`src/rtl/row_scan_motion_controller_pkg.sv`:
```
// Shared types for the RGBY-ROM reader head motion controller.
package rgby_motion_pkg;

    typedef enum logic [2:0] {
        IDLE,
        HOME,
        MOVE_FIRST,
        SCAN,
        TRAVERSE,
        PARK,
        DONE,
        FAULT
    } scanState_t;

    localparam logic UP   = 1'b1;
    localparam logic DOWN = 1'b0;

    function automatic logic isMove(scanState_t s);
        return s inside {HOME, MOVE_FIRST, TRAVERSE, PARK};
    endfunction

endpackage

```
`src/rtl/row_scan_motion_controller_step.sv`:
```
// Move engine: direction setup delay, step pitch/width timing,
// pulse counting and limit-terminated stop.
module step_pulse_generator
    import rgby_motion_pkg::*;
#(
    parameter int STEP_PERIOD_CYCLES = 512,
    parameter int STEP_PULSE_CYCLES  = 4,
    parameter int DIR_SETUP_CYCLES   = 16
) (
    input  logic        clk,
    input  logic        reset,
    input  logic        go,
    input  logic [15:0] count,
    input  logic        limit_mode,
    input  logic        lim,
    input  logic        clear,
    output logic        step,
    output logic [15:0] pulses,
    output logic        move_done
);

    localparam logic [15:0] SETUP_LOAD  = 16'(DIR_SETUP_CYCLES - 1);
    localparam logic [15:0] PERIOD_LOAD = 16'(STEP_PERIOD_CYCLES - 1);
    localparam logic [15:0] FALL_AT     = 16'(STEP_PERIOD_CYCLES - STEP_PULSE_CYCLES);

    logic        active;
    logic        limMode;
    logic [15:0] cycleCnt;
    logic [15:0] target;
    logic        stopNow;

    assign stopNow = limMode && lim;

    always_ff @(posedge clk) begin
        move_done <= 1'b0;
        if (reset || clear) begin
            active   <= 1'b0;
            limMode  <= 1'b0;
            step     <= 1'b0;
            pulses   <= '0;
            cycleCnt <= '0;
            target   <= '0;
        end else if (go) begin
            active   <= 1'b1;
            limMode  <= limit_mode;
            step     <= 1'b0;
            pulses   <= '0;
            cycleCnt <= SETUP_LOAD;
            target   <= count;
        end else if (active) begin
            // A pulse always finishes its width; the stop decision is taken as it falls
            if (step && cycleCnt == FALL_AT) begin
                step <= 1'b0;
                if (pulses == target || stopNow) begin
                    active    <= 1'b0;
                    move_done <= 1'b1;
                end
            end
            if (cycleCnt != '0) begin
                cycleCnt <= cycleCnt - 16'd1;
            end else if (stopNow || pulses == target) begin
                active    <= 1'b0;
                move_done <= 1'b1;
            end else begin
                step     <= 1'b1;
                pulses   <= pulses + 16'd1;
                cycleCnt <= PERIOD_LOAD;
            end
        end
    end

endmodule

```
`src/rtl/row_scan_motion_controller.sv`:
```
// Row scan sequencer: homes the reader head, steps across the nit rows
// handing each to the selector, then parks on the limit switch.
module row_scan_motion_controller
    import rgby_motion_pkg::*;
#(
    parameter int NUM_ROWS           = 32,
    parameter int FIRST_ROW_STEPS    = 550,
    parameter int STEPS_BETWEEN_ROWS = 181,
    parameter int STEP_PERIOD_CYCLES = 512,
    parameter int STEP_PULSE_CYCLES  = 4,
    parameter int DIR_SETUP_CYCLES   = 16,
    parameter int HOME_MAX_STEPS     = 20000
) (
    input  logic       clk,
    input  logic       reset,
    input  logic       start,
    input  logic       abort,
    input  logic       limitSwitch,
    input  logic       selectorComplete,
    output logic       startSelector,
    output logic       direction,
    output logic       step,
    output logic [7:0] rowIndex,
    output logic       busy,
    output logic       done,
    output logic       fault
);

    localparam logic [7:0]  LAST_ROW    = 8'(NUM_ROWS - 1);
    localparam logic [15:0] HOME_BUDGET = 16'(HOME_MAX_STEPS);

    scanState_t  stateQ, stateD;
    logic        limMeta, limS;
    logic        go, clear, limitMode, moveDone;
    logic [15:0] count, pulses;

    always_ff @(posedge clk) begin
        if (reset) {limMeta, limS} <= 2'b00;
        else       {limMeta, limS} <= {limitSwitch, limMeta};
    end

    always_comb begin
        stateD = stateQ;
        unique case (stateQ)
            IDLE, DONE, FAULT:
                if (start) stateD = HOME;
            HOME:
                if (limS && !step) stateD = MOVE_FIRST;
                else if (moveDone && pulses == HOME_BUDGET) stateD = FAULT;
            MOVE_FIRST, TRAVERSE:
                if (moveDone) stateD = SCAN;
            SCAN:
                if (selectorComplete)
                    stateD = (rowIndex == LAST_ROW) ? PARK : TRAVERSE;
            PARK:
                if (limS && !step) stateD = DONE;
                else if (moveDone && pulses == HOME_BUDGET) stateD = FAULT;
            default:
                stateD = IDLE;
        endcase
        if (abort) stateD = IDLE;

        // Re-arm a limit move that stopped short without the switch closing
        go        = isMove(stateD) && (stateD != stateQ || moveDone);
        clear     = abort || (isMove(stateQ) && !isMove(stateD));
        limitMode = (stateD == HOME) || (stateD == PARK);
        count     = HOME_BUDGET;
        if (stateD == MOVE_FIRST) count = 16'(FIRST_ROW_STEPS);
        if (stateD == TRAVERSE)   count = 16'(STEPS_BETWEEN_ROWS);
    end

    always_ff @(posedge clk) begin
        if (reset) begin
            stateQ        <= IDLE;
            direction     <= UP;
            startSelector <= 1'b0;
            rowIndex      <= '0;
            busy          <= 1'b0;
            done          <= 1'b0;
            fault         <= 1'b0;
        end else begin
            stateQ        <= stateD;
            startSelector <= (stateD == SCAN) && (stateQ != SCAN);
            if (stateD == HOME || stateD == PARK)
                direction <= UP;
            else if (stateD == MOVE_FIRST || stateD == TRAVERSE)
                direction <= DOWN;
            if (abort || (stateD == HOME && stateQ != HOME))
                rowIndex <= '0;
            else if (stateQ == SCAN && stateD == TRAVERSE && rowIndex != LAST_ROW)
                rowIndex <= rowIndex + 8'd1;
            busy  <= !(stateD inside {IDLE, DONE, FAULT});
            done  <= (stateD == DONE);
            fault <= (stateD == FAULT);
        end
    end

    step_pulse_generator #(
        .STEP_PERIOD_CYCLES(STEP_PERIOD_CYCLES),
        .STEP_PULSE_CYCLES (STEP_PULSE_CYCLES),
        .DIR_SETUP_CYCLES  (DIR_SETUP_CYCLES)
    ) uEngine (
        .clk       (clk),
        .reset     (reset),
        .go        (go),
        .count     (count),
        .limit_mode(limitMode),
        .lim       (limS),
        .clear     (clear),
        .step      (step),
        .pulses    (pulses),
        .move_done (moveDone)
    );

endmodule

```
`config.mk`:
```
export PLATFORM = sky130hd
export DESIGN_NAME = row_scan_motion_controller
export DESIGN_NICKNAME = d
export VERILOG_FILES = /design/src/rtl/row_scan_motion_controller_pkg.sv /design/src/rtl/row_scan_motion_controller_step.sv /design/src/rtl/row_scan_motion_controller.sv
export SDC_FILE = /design/constraint.sdc
export NUM_CORES = 1
export LEC_CHECK = 0
export BUFFER_PORTS_ARGS = -buffer_cell sky130_fd_sc_hd__buf_2
export CAP_MARGIN = 20
export CORE_MARGIN = 2
export CORE_UTILIZATION = 60
export CTS_CLUSTER_SIZE = 10
export DETAILED_ROUTE_END_ITERATION = 16
export PLACE_DENSITY = 0.79
export SYNTH_ARGS = -nofsm -noshare
export SYNTH_HDL_FRONTEND = slang
export SYNTH_SLANG_ARGS = --single-unit
```
`constraint.sdc`:
```
create_clock -name clk -period 3.95 [get_ports clk]
set_input_delay 0.1975 -clock clk [delete_from_list [all_inputs] [get_ports clk]]
set_output_delay 0.1975 -clock clk [all_outputs]
set_load 0.1 [all_outputs]
```
==> results.yml <==
power:
  finalPower_w: 0.00134
  pwr_density_cell_nw_per_um2: 383
  p_leak_nw: 1.21
  peakVddDrop_v: 0.000261
route:
  wl_microns: 7140
  vias: 2853
  drt_pre_antenna_iters: 4
  drtIter0Drc: 196
  wl_per_cell_microns: 15.2
  antenna_left: 0
  avgViaCountPerCell: 6.07
  route.detailed.drc: 0
cells_and_area:
  syn_to_final_growth_pct: 9.86
  drive_gt1_share_pct: 14.5
  final_cells: 470
  insertedDiodeCount: 0
  nets: 408
  fin_util_pct: 68.5
placed_design:
  hpwl_microns: 5030
  place_congestion: 0.913
  dp.cells: 456
  port_buffers: 19
clock_tree:
  htreeDepth: 3
  postCtsHoldBufs: 0
  clk_pin_slew_ps: 70
  ctsResizeCount: 0
  post-cts-setup-buffers: 0
  cts_buffer_depth: 2
  numCtsBuffers: 9
  cts_root_buffer: "clkbuf_8"
  clkSinkCount: 60
  worstSkewPairLatency_ps: 340
  cts_tree: "done"
synth:
  ys.flop_type: "dfxtp_1"
  syn_avg_cell_area_sq_um: 8.34
  synth_seq_cells: 60
  syn_nets: 393
  ys_types: 60
  yosysSeqAreaShare_pct: 37.7
  syn_inst: 382
  synth.yosys.warnings: 0
  async_flop_share_pct: 0
  netlist_area_sq_um: 3190
  synth_edf_count: 0
grt:
  grt_pass1_wl_microns: 12200
  grt_pass1_vias: 2646
  grt_usage_pct: 25.6
  antenna_found_initial: 0
  gr-total-overflow: 0
  grt_max_degree: 32
timing:
  fmax_mhz: 283
  period_minus_slack_ps: 3540
  hold_viol_final: 0
  fin_tns_setup_ps: 0
  drv_slew: 0
  worst_pin_slew_ps: 768
  hold-worst-slack_ps: 77.8
  finalCritPeriodShare_pct: 89.6
  rsz0062_at_grt: "false"
  final.setup_skew_ps: 9.58
  setup_viol: 0
  slew_headroom_pct: 47.4
run:
  drv_cap: 0
die:
  die_area_sq_um: 5910
  start_util_pct: 62.4
  coreArea_sq_um: 5110
  io_pins: 20
  die_h_microns: 76.9
  row_count: 26
  chipWidth_microns: 76.9
worst_hold_path:
  holdPathEnd: "limMeta"
  worstHoldStart: "limitSwitch"
  whs_path_depth: 2
  hp-class: "in2reg"
critical_path:
  reg2reg_to: "uEngine.cycleCnt[8]"
  worstSetupPathType: "reg2reg"
  r2r_slack_ps: 410
  crit_arrival_ps: 3790
  r2r-start: "stateQ[1]"
  startpoint: "stateQ[1]"
  worstSetupEndpointType: "flop"
  start_kind: "flop"
  ff2ff_path_depth: 7
  crit_path_max_fanout: 31
  worstPathRequired_ps: 4200
outcome:
  status: "completed"
## cell families after synthesis
family,count (synthesis),share of synthesized area [%]
simple gates,170,30.0
mux,3,1.10
compound gates,86,18.2
buf+inv,34,4.44
xor+xnor,24,6.60
flops,60,37.7
fa+ha+maj,5,1.96
## layout make-up
| class | count | area (sq um) |
|---|---|---|
| clock buffer | 12 | 155 |
| clock inverter | 2 | 35.0 |
| fill | 421 | 1610 |
| inverter | 16 | 60.1 |
| multi-input combinational | 288 | 1840 |
| sequential | 60 | 1200 |
| tap | 70 | 87.6 |
| timing repair buffer | 22 | 118 |
## cells in the final DEF (no fill, tap or decap), types with 10 or more instances in the layout
| master | count |
|---|---|
| dfxtp_1 | 60 |
| nor2_1 | 41 |
| a21oi_1 | 28 |
| nand2_1 | 26 |
| o21ai_0 | 19 |
| buf_2 | 19 |
| inv_1 | 16 |
| xor2_1 | 16 |
| nand4_1 | 14 |
| nor3_1 | 12 |
| or3_1 | 11 |
| clkbuf_8 | 11 |
| nand3_1 | 10 |
## state kept, by name, indices dropped and copies added (netlist names)
signal and cells:
stateQ 3, uEngine.limMode 1, direction 1, uEngine.cycleCnt 16
limS 1, rowIndex 8, startSelector 1, fault 1
busy 1, uEngine.active 1, uEngine.target 6, done 1
limMeta 1, uEngine.step 1, uEngine.pulses 16, uEngine.move_done 1
## synth_stat cells (2+ instances only)
| cell | number | area share [%] |
|---|---|---|
| and2_1 | 4 | 0.79 |
| a211o_1 | 2 | 0.55 |
| nand2b_1 | 2 | 0.39 |
| mux2i_1 | 2 | 0.63 |
| o21ai_1 | 3 | 0.47 |
| nor2b_1 | 5 | 0.98 |
| buf_2 | 5 | 0.79 |
| clkbuf_1 | 12 | 1.4 |
| o31ai_1 | 2 | 0.47 |
| o22ai_1 | 2 | 0.39 |
| a311oi_2 | 3 | 1.4 |
| and3_1 | 5 | 0.98 |
| nor3_2 | 8 | 2.5 |
| inv_1 | 16 | 1.9 |
| or4_1 | 5 | 1.2 |
| nor3_1 | 12 | 1.9 |
| xor2_1 | 16 | 4.4 |
| nand4b_1 | 4 | 1.1 |
| a21o_1 | 2 | 0.47 |
| xnor2_1 | 8 | 2.2 |
| nor4_1 | 8 | 1.6 |
| nand4_1 | 14 | 2.7 |
| nand2_1 | 26 | 3.1 |
| dfxtp_1 | 60 | 38 |
| a211oi_1 | 6 | 1.4 |
| or4b_1 | 2 | 0.63 |
| or2_2 | 4 | 0.79 |
| nand3_1 | 10 | 1.6 |
| o21ai_0 | 19 | 3.0 |
| or3_1 | 11 | 2.2 |
| ha_1 | 5 | 2.0 |
| nor3b_1 | 3 | 0.71 |
| and4_1 | 2 | 0.55 |
| a21oi_1 | 28 | 4.4 |
| nor2_1 | 41 | 4.8 |
## worst max-delay path by stage
stage,endpoint,depth (start not counted),slack [ps]
after floorplan,uEngine.move_done,9,610
after global placement,uEngine.cycleCnt[8],7,540
after detailed placement,uEngine.cycleCnt[8],7,460
after CTS,uEngine.cycleCnt[8],7,450
after global routing,uEngine.cycleCnt[8],7,160
final,uEngine.cycleCnt[8],7,410
## layer usage
metal | track usage (%) | wire length (microns)
met3 | 5.41 | 449
met1 | 33.3 | 3280
met4 | 11.6 | 142
met2 | 40.9 | 3270
met5 | 0 | 0
## power by group
group	total [W]	leakage [nW]	switching, W	internal [W]
Combinational	0.000166	0.631	0.000116	0.0000495
Clock	0.000551	0.0983	0.000233	0.000318
Sequential	0.000625	0.484	0.0000113	0.000614
Total	0.00134	1.21	0.000360	0.000981
## worst max-delay path, stage by stage (launching register included)
cell,delay (ps)
dfxtp_1,660
nor3b_1,140
a2111oi_0,710
a211oi_1,230
a211oi_1,610
or3_1,230
mux2_4,480
a2111oi_2,360
## per-stage QoR
stage,setup WS (ps),cell area (sq um)
floorplan,606,3190
finish,410,3500
detailed placement,461,3310
CTS,445,3500
global route,157,3500
global placement,543,3310
No activity file was read; power rests on OpenSTA's default activity.
